## src/rtl/rf_test_pkg.sv

```systemverilog
// Shared types and defaults for the RF test-macro measurement blocks.
package rf_test_pkg;

  typedef enum logic [1:0] {
    IDLE = 2'd0,
    GATE = 2'd1,
    HOLD = 2'd2
  } state_t;

  localparam int CNT_W_DEF       = 16;
  localparam int GATE_W_DEF      = 24;
  localparam int SYNC_STAGES_MIN = 2;

endpackage

```

## src/rtl/rf_freq_counter_if.sv

```systemverilog
// Result port of the frequency counter: valid/ready carrying count and overflow.
interface rf_freq_counter_if #(parameter int CNT_W = rf_test_pkg::CNT_W_DEF);
  logic             res_valid;
  logic             res_ready;
  logic [CNT_W-1:0] res_count;
  logic             res_ovf;

  modport master (output res_valid, res_count, res_ovf, input res_ready);
  modport slave  (input res_valid, res_count, res_ovf, output res_ready);
endinterface

```

## src/rtl/rf_sync_edge.sv

```systemverilog
// Synchroniser chain plus registered rising-edge detect; pulse lags async_in by SYNC_STAGES+1 clocks.
module rf_sync_edge
  import rf_test_pkg::*;
#(
  parameter int SYNC_STAGES = SYNC_STAGES_MIN
) (
  input  logic clk,
  input  logic rst_n,
  input  logic async_in,
  output logic pulse
);

  logic [SYNC_STAGES-1:0] sync_q;
  logic                   prev_q;

  always_ff @(posedge clk or negedge rst_n) begin
    if (!rst_n) begin
      sync_q <= '0;
      prev_q <= 1'b0;
      pulse  <= 1'b0;
    end else begin
      sync_q <= {sync_q[SYNC_STAGES-2:0], async_in};
      prev_q <= sync_q[SYNC_STAGES-1];
      pulse  <= sync_q[SYNC_STAGES-1] & ~prev_q;
    end
  end

endmodule

```

## src/rtl/rf_freq_counter.sv

```systemverilog
// Gated rising-edge counter for the RF macro test output, result on a valid/ready port.
// Optional back-to-back windows while start stays high: define RF_FREQ_CNT_AUTORUN_EN.
module rf_freq_counter
  import rf_test_pkg::*;
#(
  parameter int CNT_W       = CNT_W_DEF,
  parameter int GATE_W      = GATE_W_DEF,
  parameter int SYNC_STAGES = 2
) (
  input  logic              clk,
  input  logic              rst_n,
  input  logic              sig_in,
  input  logic [GATE_W-1:0] gate_cycles,
  input  logic              start,
  output logic              busy,
  rf_freq_counter_if.master res
);

  // A single-flop chain cannot be made safe; quietly clamp to the minimum.
  localparam int SYNC_N = (SYNC_STAGES < SYNC_STAGES_MIN) ? SYNC_STAGES_MIN : SYNC_STAGES;

  state_t            state;
  logic [GATE_W-1:0] gate_cnt;
  logic [CNT_W-1:0]  edge_cnt;
  logic              ovf;
  logic              edge_p;
  logic [CNT_W-1:0]  cnt_nxt;
  logic              ovf_nxt;
  logic              last_gate;
  logic              hs;
  logic [GATE_W-1:0] gate_load;
`ifdef RF_FREQ_CNT_AUTORUN_EN
  logic [GATE_W-1:0] gate_len;
  logic              rearm;
`endif

  rf_sync_edge #(.SYNC_STAGES(SYNC_N)) u_sync (
    .clk      (clk),
    .rst_n    (rst_n),
    .async_in (sig_in),
    .pulse    (edge_p)
  );

  always_comb begin
    cnt_nxt = edge_cnt;
    ovf_nxt = ovf;
    if (edge_p) begin
      if (&edge_cnt) ovf_nxt = 1'b1;
      else           cnt_nxt = edge_cnt + CNT_W'(1);
    end
  end

  assign last_gate = (gate_cnt == GATE_W'(1));
  assign hs        = res.res_valid & res.res_ready;
  assign gate_load = (gate_cycles == '0) ? GATE_W'(1) : gate_cycles;

  always_ff @(posedge clk or negedge rst_n) begin
    if (!rst_n) begin
      state         <= IDLE;
      gate_cnt      <= '0;
      edge_cnt      <= '0;
      ovf           <= 1'b0;
      busy          <= 1'b0;
      res.res_valid <= 1'b0;
      res.res_count <= '0;
      res.res_ovf   <= 1'b0;
`ifdef RF_FREQ_CNT_AUTORUN_EN
      gate_len      <= '0;
      rearm         <= 1'b0;
`endif
    end else begin
      // Handshake can land outside HOLD only when autorun leaves a result pending.
      if (hs) res.res_valid <= 1'b0;
      case (state)
        IDLE: begin
          if (start) begin
            edge_cnt <= '0;
            ovf      <= 1'b0;
            busy     <= 1'b1;
            state    <= GATE;
`ifdef RF_FREQ_CNT_AUTORUN_EN
            rearm    <= 1'b0;
            if (rearm) begin
              gate_cnt <= gate_len;
            end else begin
              gate_cnt <= gate_load;
              gate_len <= gate_load;
            end
          end else if (rearm) begin
            rearm <= 1'b0;
            busy  <= ~hs;
            state <= hs ? IDLE : HOLD;
`else
            gate_cnt <= gate_load;
`endif
          end
        end
        GATE: begin
          edge_cnt <= cnt_nxt;
          ovf      <= ovf_nxt;
          gate_cnt <= gate_cnt - GATE_W'(1);
          if (last_gate) begin
            res.res_count <= cnt_nxt;
            res.res_valid <= 1'b1;
            state         <= HOLD;
`ifdef RF_FREQ_CNT_AUTORUN_EN
            // An unread result being overwritten is reported as overflow.
            res.res_ovf <= ovf_nxt | (res.res_valid & ~res.res_ready);
            if (start) begin
              state <= IDLE;
              busy  <= 1'b0;
              rearm <= 1'b1;
            end
`else
            res.res_ovf <= ovf_nxt;
`endif
          end
        end
        HOLD: begin
          if (hs) begin
            state <= IDLE;
            busy  <= 1'b0;
          end
        end
        default: begin
          state <= IDLE;
          busy  <= 1'b0;
        end
      endcase
    end
  end

endmodule
```

## src/flat_wrapper.sv

```systemverilog
// flat-port wrapper written by rule: the top's interface ports become plain ports
module rf_freq_counter_flat import rf_test_pkg::*;
#(
  parameter int CNT_W       = CNT_W_DEF,
  parameter int GATE_W      = GATE_W_DEF,
  parameter int SYNC_STAGES = 2
)
  (clk, rst_n, sig_in, gate_cycles, start, busy, res_res_valid, res_res_count, res_res_ovf, res_res_ready);
  rf_freq_counter_if #(.CNT_W(CNT_W)) res_i ();
  input  logic clk;
  input  logic rst_n;
  input  logic sig_in;
  input  logic [GATE_W-1:0] gate_cycles;
  input  logic start;
  output logic busy;
  output wire logic [$bits(res_i.res_valid)-1:0] res_res_valid;
  output wire logic [$bits(res_i.res_count)-1:0] res_res_count;
  output wire logic [$bits(res_i.res_ovf)-1:0] res_res_ovf;
  input wire logic [$bits(res_i.res_ready)-1:0] res_res_ready;
  assign res_res_valid = res_i.res_valid;
  assign res_res_count = res_i.res_count;
  assign res_res_ovf = res_i.res_ovf;
  assign res_i.res_ready = res_res_ready;
  rf_freq_counter #(.CNT_W(CNT_W), .GATE_W(GATE_W), .SYNC_STAGES(SYNC_STAGES)) u_core (.clk(clk), .rst_n(rst_n), .sig_in(sig_in), .gate_cycles(gate_cycles), .start(start), .busy(busy), .res(res_i));
endmodule
```

## config.mk

```make
export PLATFORM = sky130hd
export DESIGN_NAME = rf_freq_counter_flat
export DESIGN_NICKNAME = d
export VERILOG_FILES = /design/src/rtl/rf_test_pkg.sv /design/src/rtl/rf_freq_counter_if.sv /design/src/rtl/rf_sync_edge.sv /design/src/rtl/rf_freq_counter.sv /design/src/flat_wrapper.sv
export SDC_FILE = /design/constraint.sdc
export NUM_CORES = 1
export LEC_CHECK = 0
export BUFFER_PORTS_ARGS = -buffer_cell sky130_fd_sc_hd__buf_4
export CAP_MARGIN = 15
export CELL_PAD_IN_SITES_DETAIL_PLACEMENT = 2
export CELL_PAD_IN_SITES_GLOBAL_PLACEMENT = 2
export CORE_MARGIN = 2
export CORE_UTILIZATION = 32
export DETAILED_ROUTE_END_ITERATION = 8
export PLACE_DENSITY = 0.79
export SYNTH_ARGS = -nofsm -noshare
export SYNTH_HDL_FRONTEND = slang
export SYNTH_HIERARCHICAL = 1
export SYNTH_SLANG_ARGS = --single-unit
```

## constraint.sdc

```tcl
create_clock -name clk -period 2.4 [get_ports clk]
set_input_delay 0 -clock clk [delete_from_list [all_inputs] [get_ports clk]]
set_output_delay 0 -clock clk [all_outputs]
set_load 0.02 [all_outputs]
```

==> impl_metrics.yaml, run 1 <==
timing:
  grt_setup_unrepaired: "false"
  fmax_mhz: 440.3
  hold_violations: 0
  post-route-period-util_pct: 94.64
  setup_ws_ns: 0.1286
  drv_slew: 0
  finalSetupTns_ns: 0
  post-route-min-period_ns: 2.271
  worstMarginPinSlew_ns: 0.8809
  whs_ns: 0.007224
  slew_headroom_pct: 41.28
  skew_ns: 0.006809
  setup_violations: 0
worst_setup_path:
  required_ns: 2.59
  cp_top_family: "simple AND/OR/NAND/NOR gates"
  end_kind: "flop"
  crit_path_top_delay_cell: "or4_1"
  cpPeakStageDelay_ns: 0.63
  cp-start-kind: "flop"
  path_max_fanout: 5
  crit_chain: "or4_1, or4_4, nor4_2, xnor2_1, a21oi_1"
  crit_buf_inv: 0
  critPathKind: "reg -> reg"
  crit_arrival_ns: 2.47
placement:
  dp_slack_ns: 0.02289
  io_buffers: 47
  globalplace.congestion: 0.8363
  dp_hpwl_um: 9700
clocking:
  root_buffer: "clkbuf_16"
  clkSinkCount: 66
  htreeDepth: 3
  cts_tree: "done"
  clockBufferDepth: 2
  clkLatencyLatePin_ns: 0.34
  cts_buffers: 9
  path_clk_slew_ns: 0.05
yosys:
  synth_compound_area_share_pct: 18.74
  synth_ff_type: "dfrtp_1"
  synth_top_family_by_area: "simple AND/OR/NAND/NOR gates"
  synth-edff-count: 0
  ys_seq_area_share_pct: 44.88
  synth-seq-cells: 66
  ys_warn_count: 6
  yosys.area.top_type: "dfrtp_1"
  postSynthAreaPerCell_um2: 8.824
  syn_nets: 449
  yosysTopAreaCellShare_pct: 44.88
  async_flop_share_pct: 100.0
  synth_cell_type_count: 61
  synth_mux_area_share_pct: 1.394
  synth_xor_area_share_pct: 2.380
  synth_simple_gate_area_share_pct: 27.64
  syn_area_um2: 3680
  synthTopCellsByArea: "dfrtp_1 (45%), nand2_1 (4.5%), nor2_1 (4.2%), a21oi_1 (3.7%), nor4_1 (3.1%)"
  synth_cells: 417
  synth-adder-area-share_pct: 1.020
power_and_ir_drop:
  leakage_uw: 0.002116
  power_density_nw_per_um2: 744.9
  vdd_drop_max_uv: 453.9
route:
  drt_pass1_iterations: 4
  wl_um: 13990
  vias_per_cell: 5.731
  drt-wirelength-per-cell_um: 21.16
  vias: 3788
  drc_errors: 0
  drtAntennaViolNets: 0
  initialDrtViolationCount: 127
grt:
  antenna_found_initial: 0
  grt_overflow: 0
  grt_pass1_wl_um: 22930
  grt_pass1_vias: 4307
  grt_use_total_pct: 23.58
  grt_max_degree: 67
final_layout:
  drive_gt1_share_pct: 24.13
  syn_to_final_growth_pct: 36.04
  multi_input_area_um2: 1916
  diodes: 0
  nets: 545
  seqCellArea_um2: 1653
  fill_cells: 1252
die:
  dieArea_um2: 12370
  core_um2: 11320
  start_util_pct: 32.50
  fp.dieH_um: 111.2
  fp-row-count: 39
  io-pin-count: 48
  die_w_um: 111.2
outcome:
  status: "completed"
run:
  maxCapViolations: 0
hold_path:
  min_path_type: "in -> reg"
-- cell families after synthesis --
group | Yosys count
and+or+nand+nor | 192
AOI/OAI and AO/OA | 105
DFF | 66
buffers and inverters | 36
xor gates and xnor gates | 10
muxes | 5
adders and majority gates | 3
-- metal layers --
metal  GRT usage, %  vias up  wire (µm)
li1               -     1736          -
met1          27.09     1955       5809
met2          43.09       68       7491
met3          3.991       29        321
met4          9.877        0        363
met5              0        -          0
-- repair_timing --
action                     in CTS  in global routing
resized for setup               0                  8
hold endpoints to repair       88                  0
setup endpoints to repair       0                 13
hold buffers                   23                  0
setup buffers                   0                  1
-- cell usage after synthesis, types with 9 or more instances --
| master | instances |
|---|---|
| clkbuf_1 | 22 |
| inv_1 | 10 |
| nor4_1 | 18 |
| nand3_1 | 20 |
| a21oi_1 | 27 |
| dfrtp_1 | 66 |
| or4_1 | 9 |
| o21ai_0 | 17 |
| nand2_1 | 44 |
| nor3_1 | 16 |
| a31oi_1 | 11 |
| nor2_1 | 41 |
-- layout make-up --
type | instances | share of cell area [%]
clock buffer | 15 | 5.749
clock inverter | 1 | 0.5999
inverter | 10 | 0.7498
multi-input combinational | 315 | 38.27
sequential | 66 | 33.02
tap | 143 | 3.574
timing repair buffer | 111 | 18.05
-- worst reg2reg max path: stages, from the launching register on --
cell and delay, ns:
dfrtp_1 0.41, or4_1 0.63, or4_4 0.60, nor4_2 0.26
xnor2_1 0.15, a21oi_1 0.08
-- where the power goes --
group / switching, µW / total [µW] / internal (µW) / leakage [µW]
clock: 498 / 1420 / 919 / 0.000156
sequential: 233 / 1520 / 1290 / 0.000823
combinational: 422 / 790 / 368 / 0.00114
-- metrics by stage --
stage	util, %	std cells	instance area [µm²]	total power (µW)
detailed placement	39.04	621	4419	2255
global placement	39.04	621	4419	2182
finish	44.22	661	5006	3729
floorplan	-	417	3680	1869
global route	44.22	661	5006	3936
CTS	43.88	660	4967	3737
-- sequential cells by signal, summed over array words and instances, names as in the netlist --
name                  cells
u_core/busy               1
u_core/edge_cnt          16
u_core/gate_cnt          24
u_core/ovf                1
u_core/res.res_count     16
u_core/res.res_ovf        1
u_core/res.res_valid      1
u_core/state              2
u_core/u_sync/prev_q      1
u_core/u_sync/pulse       1
u_core/u_sync/sync_q      2
-- path summary, 6_finish.rpt --
check                                        start                       end  slack [ns]  cells past startpoint
setup / recovery                u_core/gate_cnt[6]       u_core/gate_cnt[21]        0.13                      5
hold / removal                     gate_cycles[19]       u_core/gate_cnt[19]       0.007                      3
setup reg to reg                u_core/gate_cnt[6]       u_core/gate_cnt[21]        0.13                      5
hold reg to reg            u_core/u_sync/sync_q[0]   u_core/u_sync/sync_q[1]        0.35                      0
max in group asynchronous                    rst_n        u_core/edge_cnt[0]        1.46                      2
min in group asynchronous                    rst_n  u_core/res.res_count[15]        0.33                      2
-- placed cells by master (no fill, tap or decap), types with 5 or more instances in the layout --
cell | synthesis | layout
a211oi_1 | 5 | 5
a21oi_1 | 27 | 27
a31oi_1 | 11 | 11
buf_4 | 0 | 87
clkbuf_16 | 0 | 9
dfrtp_1 | 66 | 65
dlygate4sd3_1 | 0 | 23
inv_1 | 10 | 10
nand2_1 | 44 | 44
nand3_1 | 20 | 20
nand4_1 | 6 | 6
nor2_1 | 41 | 40
nor2b_1 | 7 | 6
nor3_1 | 16 | 15
nor4_1 | 18 | 17
o211ai_1 | 6 | 6
o21a_1 | 5 | 5
o21ai_0 | 17 | 17
or3_1 | 5 | 5
or4_1 | 9 | 8
xnor2_1 | 7 | 7
Note: power is estimated with default switching activity, not from simulation.
==> run 2, diff against run 1 <==
- GPL_TIMING_DRIVEN: unset -> 1
- SETUP_SLACK_MARGIN: unset -> 0.15
==> run 2 against run 1 <==
Net effect:
- the run now ends with negative hold slack left
- first-iteration DRC count rose by 25%
- worst setup slack got worse by 0.042 ns
- wire length rose by 7.3%
- worst hold slack got worse by 0.015 ns
- global-route usage rose by 0.57 points
- power rose by 2.4%
- count of clock-buffer cells in the layout fell by 3
- combinational power rose by 10%
- fmax fell by 1.8%
- cell count rose by 1.4%
- flip-flop and latch count did not move
- design area rose by 4.1%
- critical path type unchanged
- largest cell class unchanged
- largest power group unchanged
==> impl_metrics.yaml, run 2 (synthesis results as in run 1) <==
outcome:
  status: "finished with violations"
  violations: "negative hold slack"
clocking:
  clkLatencyLatePin_ns: 0.34
  clkSinkCount: 66
  clockBufferDepth: 2
  htreeDepth: 3
  path_clk_slew_ns: 0.06
  cts_tree: "done"
  cts_buffers: 9
  root_buffer: "clkbuf_16"
final_layout:
  stdcell_count: 670
  nets: 555
  fill_cells: 1219
  multi_input_area_um2: 2029
  regMostFlops: "u_core/gate_cnt"
  fin_util_pct: 46.04
  drive_gt1_share_pct: 28.46
  final_common_cell: "buf_4"
  largestRegisters: "u_core/gate_cnt (24), u_core/edge_cnt (16), u_core/res.res_count (16)"
  mostFrequentLayoutCells: "buf_4 (94), dfrtp_1 (65), nand2_1 (43)"
  syn_to_final_growth_pct: 41.65
  diodes: 0
  seqCellArea_um2: 1653
  largest_register_ffs: 24
power_and_ir_drop:
  power_switching_uw: 1219
  comb_power_share_pct: 22.8
  p_int_uw: 2600
  vdd_drop_max_uv: 455.0
  power_uw: 3819
  seq_power_share_pct: 40.4
  power_density_nw_per_um2: 732.7
  p_clk_share_pct: 36.8
  switching_share_pct: 31.92
  leakage_uw: 0.002195
run:
  maxCapViolations: 0
worst_setup_path:
  timing.reg2reg.worst_path_depth: 6
  endpoint: "u_core/gate_cnt[19]"
  cp-start-kind: "flop"
  ff2ff_setup_slack_ns: 0.09
  rr_startpoint: "u_core/gate_cnt[1]"
  r2r_end: "u_core/gate_cnt[19]"
  critPathKind: "reg -> reg"
  crit_arrival_ns: 2.56
  startpoint: "u_core/gate_cnt[1]"
  end_kind: "flop"
  path_max_fanout: 5
  required_ns: 2.64
placement:
  globalplace.congestion: 0.8494
  dp_hpwl_um: 9588
  dp_cells: 616
  dp_slack_ns: -0.03446
  io_buffers: 47
route:
  drt_pass1_iterations: 4
  vias_per_cell: 5.736
  wl_um: 15010
  initialDrtViolationCount: 159
  drtAntennaViolNets: 0
  drt-wirelength-per-cell_um: 22.40
  drc_errors: 0
  vias: 3843
timing:
  grt_setup_unrepaired: "true"
  setup_violations: 0
  skew_ns: 0.004190
  fmax_mhz: 432.4
  whs_ns: -0.008028
  post-route-period-util_pct: 96.37
  slew_headroom_pct: 40.17
  hold_violations: 1
  setup_ws_ns: 0.08711
  post-route-min-period_ns: 2.313
  drv_slew: 0
  worstMarginPinSlew_ns: 0.8974
die:
  dieArea_um2: 12370
  core_um2: 11320
  fp.dieH_um: 111.2
  die_w_um: 111.2
  fp-row-count: 39
  start_util_pct: 32.50
  io-pin-count: 48
grt:
  grt_overflow: 0
  antenna_found_initial: 0
  grt_max_degree: 67
  grt_pass1_vias: 4240
  grt_use_total_pct: 24.15
  grt_pass1_wl_um: 23210
hold_path:
  min_path_type: "in -> reg"
run 2: layout make-up:
type / instances / share of cell area, %
sequential: 66 / 31.71
tap: 143 / 3.433
clock buffer: 12 / 4.537
multi-input combinational: 316 / 38.93
timing repair buffer: 120 / 19.42
inverter: 10 / 0.7201
clock inverter: 3 / 1.248
run 2: timing repair:
action	4_1_cts	5_1_grt
setup buffers	4	10
gates cloned	3	0
pin swaps	1	7
endpoints found under the hold margin	87	0
hold buffers	22	0
endpoints found under the setup margin	16	31
resized for setup	7	26
run 2: how the worst min path moves through the flow:
stage | startpoint | endpoint | slack [ns] | cells past startpoint
floorplan | rst_n | u_core/busy | -0.30 | 0
global placement | sig_in | u_core/u_sync/sync_q[0] | 0.11 | 1
detailed placement | sig_in | u_core/u_sync/sync_q[0] | 0.11 | 1
CTS | gate_cycles[4] | u_core/gate_cnt[4] | 0.001 | 3
global route | gate_cycles[12] | u_core/gate_cnt[12] | 0.01 | 2
finish | gate_cycles[4] | u_core/gate_cnt[4] | -0.008 | 3
run 2: per-stage QoR:
| stage | setup TNS, ns | instance area (µm²) |
|---|---|---|
| 5_1_grt | 0 | 5213 |
| 6_report | 0 | 5213 |
| 3_5_place_dp | -0.03446 | 4382 |
| 4_1_cts | 0 | 5044 |
| 3_3_place_gp | 0 | 4382 |
| 2_1_floorplan | 0 | 3680 |
run 2: power groups by stage:
stage                     Clock, µW  Sequential (µW)  Combinational (µW)
after global routing           1470             1570                 957
final                          1400             1540                 872
after CTS                      1430             1520                 782
after detailed placement          0             1520                 723
after global placement            0             1490                 669
after floorplan                   0             1460                 414
run 2: metal layers:
| metal | vias to the layer above | GRT usage (%) | part of all wire (%) | wire, µm |
|---|---|---|---|---|
| li1 | 1757 | - | - | - |
| met1 | 1978 | 27.52 | 40 | 6022 |
| met2 | 83 | 44.55 | 55 | 8200 |
| met3 | 25 | 3.663 | 2.9 | 435 |
| met4 | 0 | 10.37 | 2.3 | 346 |
| met5 | - | 0 | 0 | 0 |
run 2: critical path: stages (launching register included):
cell and delay, ns:
dfrtp_1 0.39, buf_4 0.15, or4_1 0.55, or4_4 0.57, o21ai_0 0.25, a21oi_1 0.11, nor3_1 0.20
==> run 3, diff against run 2 <==
- CORE_ASPECT_RATIO: unset -> 0.8
==> run 3 against run 2 <==
Net effect:
- the run ends with negative hold slack, negative setup slack left
- register-to-register slack got worse by 0.21 ns
- cell count rose by 1.0%
- wire length rose by 37%
- design area rose by 2.7%
==> impl_metrics.yaml, run 3 (synthesis results as in run 1) <==
die:
  die_w_um: 123.9
  dieArea_um2: 12380
  start_util_pct: 33.40
  core_um2: 11020
  fp.dieH_um: 99.92
  fp-row-count: 34
  io-pin-count: 48
clocking:
  path_clk_slew_ns: 0.07
  htreeDepth: 3
  root_buffer: "clkbuf_16"
  clkLatencyLatePin_ns: 0.35
  clkSinkCount: 66
  cts_buffers: 9
  cts_tree: "done"
  clockBufferDepth: 2
route:
  drc_errors: 0
  drt_pass1_iterations: 5
  vias_per_cell: 6.279
  drtAntennaViolNets: 0
  wl_um: 20540
  vias: 4251
  initialDrtViolationCount: 409
  drt-wirelength-per-cell_um: 30.34
final_layout:
  stdcell_count: 677
  largest_register_ffs: 24
  final_common_cell: "buf_4"
  multi_input_area_um2: 2103
  design_area_um2: 5355
  drive_gt1_share_pct: 32.14
  fill_cells: 1145
  syn_to_final_growth_pct: 45.53
  largestRegisters: "u_core/gate_cnt (24), u_core/edge_cnt (16), u_core/res.res_count (16)"
  nets: 559
  regMostFlops: "u_core/gate_cnt"
  seqCellArea_um2: 1654
  mostFrequentLayoutCells: "buf_4 (94), dfrtp_1 (64), nand2_1 (42)"
worst_setup_path:
  crit_arrival_ns: 2.76
  crit_buf_inv: 1
  critPathKind: "reg -> reg"
  cp_top_family: "simple AND/OR/NAND/NOR gates"
  required_ns: 2.64
  path_max_fanout: 12
  end_kind: "flop"
  rr_startpoint: "u_core/gate_cnt[13]"
  crit_path_top_delay_cell: "or4_4"
  crit_chain: "or4_4, or3_4, nor4_4, bufbuf_16, nor2_1, a21oi_1"
  cpPeakStageDelay_ns: 0.56
  cp-start-kind: "flop"
  startpoint: "u_core/gate_cnt[13]"
grt:
  grt_max_degree: 67
  grt_overflow: 0
  grt_pass1_vias: 4553
  grt_use_total_pct: 29.97
  antenna_found_initial: 1
  grt_pass1_wl_um: 27580
placement:
  place_area_um2: 4413
  dp_cells: 621
  globalplace.congestion: 0.8415
  io_buffers: 47
  dp_hpwl_um: 9800
timing:
  skew_ns: 0.01734
  drv_slew: 0
  slew_headroom_pct: 37.58
  worstMarginPinSlew_ns: 0.9362
  whs_ns: -0.008290
  fmax_mhz: 396.9
  setup_ws_ns: -0.1196
  grt_setup_unrepaired: "true"
  setup_violations: 16
  post-route-min-period_ns: 2.520
  post-route-period-util_pct: 105.0
  hold_violations: 1
power_and_ir_drop:
  vdd_drop_max_uv: 408.8
  leakage_uw: 0.002233
  power_density_nw_per_um2: 768.1
outcome:
  violations: "negative hold slack, negative setup slack"
  status: "finished with violations"
run:
  maxCapViolations: 0
hold_path:
  min_path_type: "in -> reg"
  min_from: "gate_cycles[1]"
## run 3: cell count changes in the layout (fill, tap and decap cells not counted), sizes merged
cell,previous run,this run
buf,98,99
bufbuf,0,1
clkbuf,12,10
clkinv,1,3
clkinvlp,0,2
diode,0,1
dlygate4sd3,22,23
## run 3: tightest hold or removal path: stages
cell	delay, ns
buf_4	0.09
a21oi_1	0.06
mux2i_1	0.13
## run 3: area by class of cell
type / instances / area share [%]
Multi-Input combinational cell: 316 / 39.28
Sequential cell: 66 / 30.89
Timing Repair Buffer: 124 / 19.77
Clock buffer: 9 / 4.206
Tap cell: 144 / 3.364
Clock inverter: 7 / 1.752
Inverter: 10 / 0.7009
Antenna cell: 1 / 0.04673
## run 3: per-stage QoR
step	setup TNS (ns)	setup slack (ns)	total power (µW)	util, %
floorplan	0	0.1615	1869	-
global placement	0	0.1369	2193	40.05
detailed placement	0	0.04213	2263	40.05
CTS	0	0.07365	3766	45.82
global route	-1.092	-0.1410	4241	48.60
finish	-0.7754	-0.1196	4113	48.60
## run 3: report_power, final
| group | switching (µW) | internal, µW | total [µW] |
|---|---|---|---|
| Clock | 568 | 909 | 1480 |
| Sequential | 298 | 1290 | 1590 |
| Combinational | 595 | 455 | 1050 |
## run 3: metal layers
| metal | vias to the layer above | wire [µm] | global-route usage, % |
|---|---|---|---|
| met1 | 2174 | 8388 | 38.85 |
| met4 | 0 | 772 | 10.72 |
| met3 | 68 | 1382 | 5.909 |
| met5 | - | 0 | 0 |
| li1 | 1775 | - | - |
| met2 | 234 | 9998 | 49.83 |
## run 3: timing repair
item	4_1_cts	5_1_grt
endpoints found under the hold margin	88	0
resized for setup	9	44
gates cloned	1	2
setup endpoints to repair	10	35
pin swaps	1	8
setup buffers	1	12
hold buffers	23	0
## run 3: path summary, 6_finish.rpt
path | to | slack, ns | cells after the start
setup / recovery | u_core/res.res_count[6] | -0.12 | 6
hold / removal | u_core/gate_cnt[1] | -0.008 | 3
setup reg to reg | u_core/res.res_count[6] | -0.12 | 6
hold reg to reg | u_core/u_sync/sync_q[1] | 0.36 | 0
max in group asynchronous | u_core/gate_cnt[3] | 1.39 | 2
min in group asynchronous | u_core/gate_cnt[5] | 0.31 | 2
